===== src/rtl/mpram_write_arbiter.sv =====
// mpram_write_arbiter
//   Write-side front end for the LVT multi-port RAM. Each write port owns one
//   holding slot. Held slots that target the same address are serialized:
//   the oldest slot wins, ties go to the lowest port index. Winners are
//   registered onto the RAM write ports, so the RAM never sees two enabled
//   write ports with the same address in one cycle.
//
// Ports
//   clk, a_rst      : clock, asynchronous active-high reset
//   valid_i/ready_o : per-port request handshake
//   waddr_i/we_i/data_i : per-port request payload
//   en_w_o/we_o/waddr_o/data_o : registered RAM write ports (index i -> i)
//   idle_o          : no slot held and no RAM write enabled

// Per-port holding slot plus its registered RAM write port.
module mpram_write_arbiter_slot #(
    parameter int ADDR_WIDTH = 7,
    parameter int DATA_WIDTH = 64,
    parameter int BYTES_NUM  = 1,
    parameter int AGE_WIDTH  = 4
) (
    input  logic                  clk,
    input  logic                  a_rst,
    input  logic                  valid_i,
    input  logic                  blocked_i,
    input  logic [ADDR_WIDTH-1:0] addr_i,
    input  logic [BYTES_NUM-1:0]  we_i,
    input  logic [DATA_WIDTH-1:0] data_i,
    output logic                  ready_o,
    output logic                  held_o,
    output logic [AGE_WIDTH-1:0]  age_o,
    output logic [ADDR_WIDTH-1:0] slot_addr_o,
    output logic                  en_w_o,
    output logic [BYTES_NUM-1:0]  we_o,
    output logic [ADDR_WIDTH-1:0] waddr_o,
    output logic [DATA_WIDTH-1:0] data_o
);
    localparam logic [AGE_WIDTH-1:0] AGE_MAX = {AGE_WIDTH{1'b1}};

    logic                  held_q, held_d;
    logic [AGE_WIDTH-1:0]  age_q, age_d;
    logic [ADDR_WIDTH-1:0] addr_q, addr_d;
    logic [BYTES_NUM-1:0]  we_q, we_d;
    logic [DATA_WIDTH-1:0] data_q, data_d;

    logic                  en_q, en_d;
    logic [BYTES_NUM-1:0]  rwe_q, rwe_d;
    logic [ADDR_WIDTH-1:0] raddr_q, raddr_d;
    logic [DATA_WIDTH-1:0] rdata_q, rdata_d;

    logic issue;
    logic accept;

    assign issue   = held_q & ~blocked_i;
    // Issuing frees the slot this edge, so a new request can land in it
    // at the same edge without a bubble.
    assign ready_o = (~held_q | issue) & ~a_rst;
    assign accept  = valid_i & ready_o;

    always_comb begin
        held_d  = held_q;
        age_d   = age_q;
        addr_d  = addr_q;
        we_d    = we_q;
        data_d  = data_q;
        en_d    = 1'b0;
        rwe_d   = rwe_q;
        raddr_d = raddr_q;
        rdata_d = rdata_q;

        if (issue) begin
            en_d    = 1'b1;
            rwe_d   = we_q;
            raddr_d = addr_q;
            rdata_d = data_q;
        end

        if (accept) begin
            held_d = 1'b1;
            age_d  = '0;
            addr_d = addr_i;
            we_d   = we_i;
            data_d = data_i;
        end else if (issue) begin
            held_d = 1'b0;
            age_d  = '0;
        end else if (held_q && age_q != AGE_MAX) begin
            // held and not issued means blocked: grow older
            age_d = age_q + 1'b1;
        end
    end

    always_ff @(posedge clk or posedge a_rst) begin
        if (a_rst) begin
            held_q  <= 1'b0;
            age_q   <= '0;
            addr_q  <= '0;
            we_q    <= '0;
            data_q  <= '0;
            en_q    <= 1'b0;
            rwe_q   <= '0;
            raddr_q <= '0;
            rdata_q <= '0;
        end else begin
            held_q  <= held_d;
            age_q   <= age_d;
            addr_q  <= addr_d;
            we_q    <= we_d;
            data_q  <= data_d;
            en_q    <= en_d;
            rwe_q   <= rwe_d;
            raddr_q <= raddr_d;
            rdata_q <= rdata_d;
        end
    end

    assign held_o      = held_q;
    assign age_o       = age_q;
    assign slot_addr_o = addr_q;
    assign en_w_o      = en_q;
    assign we_o        = rwe_q;
    assign waddr_o     = raddr_q;
    assign data_o      = rdata_q;
endmodule

module mpram_write_arbiter #(
    parameter int DATA_DEPTH       = 128,
    parameter int DATA_WIDTH       = 64,
    parameter int WPORTS_NUM       = 6,
    parameter int BYTE_WRITE_WIDTH = 64,
    localparam int ADDR_WIDTH      = $clog2(DATA_DEPTH),
    localparam int BYTES_NUM       = DATA_WIDTH / BYTE_WRITE_WIDTH,
    localparam int AGE_WIDTH       = $clog2(WPORTS_NUM) + 1
) (
    input  logic                                  clk,
    input  logic                                  a_rst,
    input  logic [WPORTS_NUM-1:0]                 valid_i,
    output logic [WPORTS_NUM-1:0]                 ready_o,
    input  logic [WPORTS_NUM-1:0][ADDR_WIDTH-1:0] waddr_i,
    input  logic [WPORTS_NUM-1:0][BYTES_NUM-1:0]  we_i,
    input  logic [WPORTS_NUM-1:0][DATA_WIDTH-1:0] data_i,
    output logic [WPORTS_NUM-1:0]                 en_w_o,
    output logic [WPORTS_NUM-1:0][BYTES_NUM-1:0]  we_o,
    output logic [WPORTS_NUM-1:0][ADDR_WIDTH-1:0] waddr_o,
    output logic [WPORTS_NUM-1:0][DATA_WIDTH-1:0] data_o,
    output logic                                  idle_o
);
    logic [WPORTS_NUM-1:0]                 held;
    logic [WPORTS_NUM-1:0]                 blocked;
    logic [WPORTS_NUM-1:0][AGE_WIDTH-1:0]  slot_age;
    logic [WPORTS_NUM-1:0][ADDR_WIDTH-1:0] slot_addr;

    // A held slot yields to any other held slot on the same address that is
    // older, or equally old with a lower port index. Byte enables are not
    // considered: same address always conflicts. Later arrivals start at age 0
    // while waiters only grow, so a waiter is never overtaken by a newcomer.
    always_comb begin
        blocked = '0;
        for (int j = 0; j < WPORTS_NUM; j++) begin
            for (int k = 0; k < WPORTS_NUM; k++) begin
                if (k != j && held[j] && held[k] && slot_addr[k] == slot_addr[j] &&
                    ((slot_age[k] > slot_age[j]) ||
                     ((slot_age[k] == slot_age[j]) && (k < j)))) begin
                    blocked[j] = 1'b1;
                end
            end
        end
    end

    for (genvar i = 0; i < WPORTS_NUM; i++) begin : g_slot
        mpram_write_arbiter_slot #(
            .ADDR_WIDTH (ADDR_WIDTH),
            .DATA_WIDTH (DATA_WIDTH),
            .BYTES_NUM  (BYTES_NUM),
            .AGE_WIDTH  (AGE_WIDTH)
        ) u_slot (
            .clk         (clk),
            .a_rst       (a_rst),
            .valid_i     (valid_i[i]),
            .blocked_i   (blocked[i]),
            .addr_i      (waddr_i[i]),
            .we_i        (we_i[i]),
            .data_i      (data_i[i]),
            .ready_o     (ready_o[i]),
            .held_o      (held[i]),
            .age_o       (slot_age[i]),
            .slot_addr_o (slot_addr[i]),
            .en_w_o      (en_w_o[i]),
            .we_o        (we_o[i]),
            .waddr_o     (waddr_o[i]),
            .data_o      (data_o[i])
        );
    end

    assign idle_o = ~(|held) & ~(|en_w_o);
endmodule


===== config.mk =====
export PLATFORM = sky130hd
export DESIGN_NAME = mpram_write_arbiter
export DESIGN_NICKNAME = d
export VERILOG_FILES = /design/src/rtl/mpram_write_arbiter.sv
export SDC_FILE = /design/constraint.sdc
export NUM_CORES = 2
export LEC_CHECK = 0
export CORE_UTILIZATION = 32
export DETAILED_ROUTE_END_ITERATION = 6
export GPL_TIMING_DRIVEN = 1
export PLACE_DENSITY = 0.65
export SLEW_MARGIN = 20
export SYNTH_ARGS = -nofsm -noshare
export SYNTH_HDL_FRONTEND = slang
export SYNTH_SLANG_ARGS = --single-unit

===== constraint.sdc =====
create_clock -name clk -period 43.8 [get_ports clk]
set_input_delay 10.95 -clock clk [delete_from_list [all_inputs] [get_ports clk]]
set_output_delay 10.95 -clock clk [all_outputs]
set_load 0.01 [all_outputs]

==> impl_results.md <==
* Status: finished, final reports clean
* Port Buffers at 884
* Layout cells sized above 1 at 30.5%
* Hold-fix buffer count after cts at 0
* FFs w/ async S/R, synth at 100%
* Slew of the pin with the lowest slew margin at 1.12 ns
* FF+latch area at 0.0225 mm²
* CTS tree: yes
* Synth top cells by count: 900 x dfrtp_1, 747 x mux2_2, 77 x mux2_4
* Post-synthesis sequential area ratio at 60.5%
* Ys Warns at 0
* Synth Area in Compound Gates at 2.12%
* Post-synth EDFFs at 0
* Mapped Cells at 2,455
* Worst r2r dst: g_slot[3].u_slot.data_q[49]
* Drt initial violations at 1,049
* Largest net degree at the start of global routing at 180
* Final-stage net count at 3,819
* Post-synth top area share at 60.5%
* Max Freq at 0.0410 GHz
* H-Tree Depth at 3
* Post-synthesis xor/xnor area fraction at 2.75%
* Hold path start: g_slot[4].u_slot.data_q[48]
* Reg-to-reg critical path startpoint: g_slot[3].u_slot.slot_addr_o[6]
* Internal at 1.89 mW
* Crit path kind: input pin to output pin
* Mux contribution to synthesized area at 26.9%
* Slack of the worst reg-to-reg path at 39.46 ns
* CTS max path bufs at 3
* Slew HR at 25.4%
* Vias in the first global route at 24,100
* NetSw at 0.709 mW
* Reg clk slew, reported paths at 0.06 ns
* Clock power frac at 33.3%
* Pwr/cell area at 51.0 mW/mm²
* Die height at 343 µm
* P_leak at 21.3 nW
* Final WL at 106,000 µm
* Final ANT Viol Nets at 0
* Die ar. at 0.118 mm²
* Vias per cell at 4.68
* Initial antenna violation count at 21
* Area grow syn2layout at 36.9%
* Final setup TNS at 0 ns
* WL/cell at 21.5 µm
* Flop pwr share at 42.9%
* Highest ir drop seen on vdd at 0.0335 mV
* Rows at 124
* Max cap viols at 0
* Detailed-placement wirelength estimate at 76,200 µm
* CTS Buf Count at 99
* Core ar. at 0.115 mm²
* Synth area leader: dfrtp_1
* Die outline width at 343 µm
* Mapped cell area at 0.0372 mm²
* Setup violations, final at 0
* Insertion delay to the later sink of the worst-skew pair at 0.69 ns
* Post-CTS Resized at 0
* Drc violations at 0
* Slew Limit Fails at 0
* CP arrival at 13.46 ns
* Synthesized area per cell at 15.2 µm²
* Multi-input logic area at 0.0138 mm²
* Seq cells post-synth at 900
* Total track usage at 17.6%
* Required time worst endpoint at 32.85 ns
* Global-route wire length before repair at 156,000 µm
* GRT overflow at 0
* Clock skew at 0.0488 ns
* Final Cycle Share at 55.7%
* Sw Share at 27.3%
* Num Clock Sinks at 900
* PnR Total Power at 2.60 mW
* DRT Pass-1 Iters at 6
* Worst Hold End: g_slot[4].u_slot.data_o[48]
* Main flop type after synthesis: dfrtp_1
* I/O pins at 885
* Crit-path max FO at 59
* Hold path cells at 1
* Hold Fails Final Rpt at 0
* Adder-Cell Fraction of Synth Area at 2.22%
* Tightest Hold Check Type: flop to flop
* Tmin final at 24.41 ns
* Top area cells in the synthesized netlist: dfrtp_1 60%, mux2_2 23%, mux2_4 3.1%, ha_1 2.2%, xor2_1 1.8%
* GPL Wtd Cong at 0.826
* RSZ-0062 raised after global routing: no
* Initial Util at 32.4%
* Top-count cell post-synth: dfrtp_1
* Layout fillers at 10,400
* Simple-Gate Fraction of Synth Area at 2.83%
* Combinational share of power at 23.8%
* DR vias at 23,000
* Post-CTS Repair Setup Buffers at 0
* Netlist cell types at 52
* CP Capture Type: output pin
* Startpoint types: input pin
* Syn_nets at 2,961
* Main combinational cell family by area after synthesis: multiplexers
* Reg2Reg Depth at 8
* Root Driver: clkbuf_16
[cell usage in the layout (no fill, tap or decap), types with 36 or more instances in the layout]
master / count
clkbuf_16: 100
dfrtp_1: 900
ha_1: 66
xnor2_1: 41
mux2_4: 77
inv_1: 36
clkdlybuf4s50_1: 884
nor2_1: 40
xor2_1: 76
mux2_2: 747
mux2_1: 40
[area by class of cell]
type | instances | share of cell area (%)
Antenna cell | 10 | 0.0491
Clock buffer | 145 | 5.73
Clock inverter | 39 | 1.04
Inverter | 37 | 0.287
Multi-Input combinational cell | 1364 | 27.1
Sequential cell | 900 | 44.2
Tap cell | 1512 | 3.71
Timing Repair Buffer | 911 | 17.9
[power groups by stage]
stage,Clock [mW],Sequential [mW],Combinational (mW)
after detailed placement,0,1.13,0.627
final,0.865,1.12,0.620
after global routing,0.924,1.14,0.661
after CTS,0.893,1.12,0.629
after global placement,0,1.12,0.620
after floorplan,0,1.14,0.259
[worst max-delay path by stage]
stage                      from          to  slack (ns)
final                     a_rst  ready_o[5]       19.39
after floorplan           a_rst  ready_o[0]        1.79
after CTS                 a_rst  ready_o[5]       19.25
after global placement    a_rst  ready_o[5]       19.23
after global routing      a_rst  ready_o[5]       19.19
after detailed placement  a_rst  ready_o[5]       19.26
[per-layer routing]
layer	track usage, %	wire length (µm)	vias up
met5	0	70	-
met4	6.39	3300	12
met3	5.49	7450	175
met2	29.3	52300	648
met1	21.4	42700	11800
li1	-	-	10400
[critical path, cell delays in order]
cell and delay (ns):
clkdlybuf4s50_1 0.46, buf_4 0.26, inv_8 0.34, buf_4 0.61, and2_1 0.23, clkdlybuf4s50_1 0.53
[flip-flops by register name, indices dropped and copies added (netlist names)]
name	count
g_slot.u_slot.en_w_o	6
g_slot.u_slot.we_o	6
g_slot.u_slot.data_o	384
g_slot.u_slot.waddr_o	42
g_slot.u_slot.age_o	24
g_slot.u_slot.we_q	6
g_slot.u_slot.slot_addr_o	42
g_slot.u_slot.data_q	384
g_slot.u_slot.held_o	6
[stage by stage]
step / area (µm²) / setup slack, ns / instances / util (%) / hold WS, ns
after global placement: 47500 / 19.23 / 4722 / 41.3 / 0.471
after detailed placement: 47500 / 19.26 / 4722 / 41.3 / 0.481
after CTS: 50900 / 19.25 / 4906 / 44.3 / 0.484
final: 51000 / 19.39 / 4918 / 44.4 / 0.483
after floorplan: 37200 / 1.79 / 2455 / - / 0.460
after global routing: 51000 / 19.19 / 4916 / 44.4 / 0.504
[cells by family after synthesis]
group / after synthesis
xor gates and xnor gates: 117
adders and majority gates: 66
muxes: 865
buffers and inverters: 191
and+or+nand+nor: 199
AOI/OAI and AO/OA: 117
DFF: 900
No activity file was read; power rests on OpenSTA's default activity.
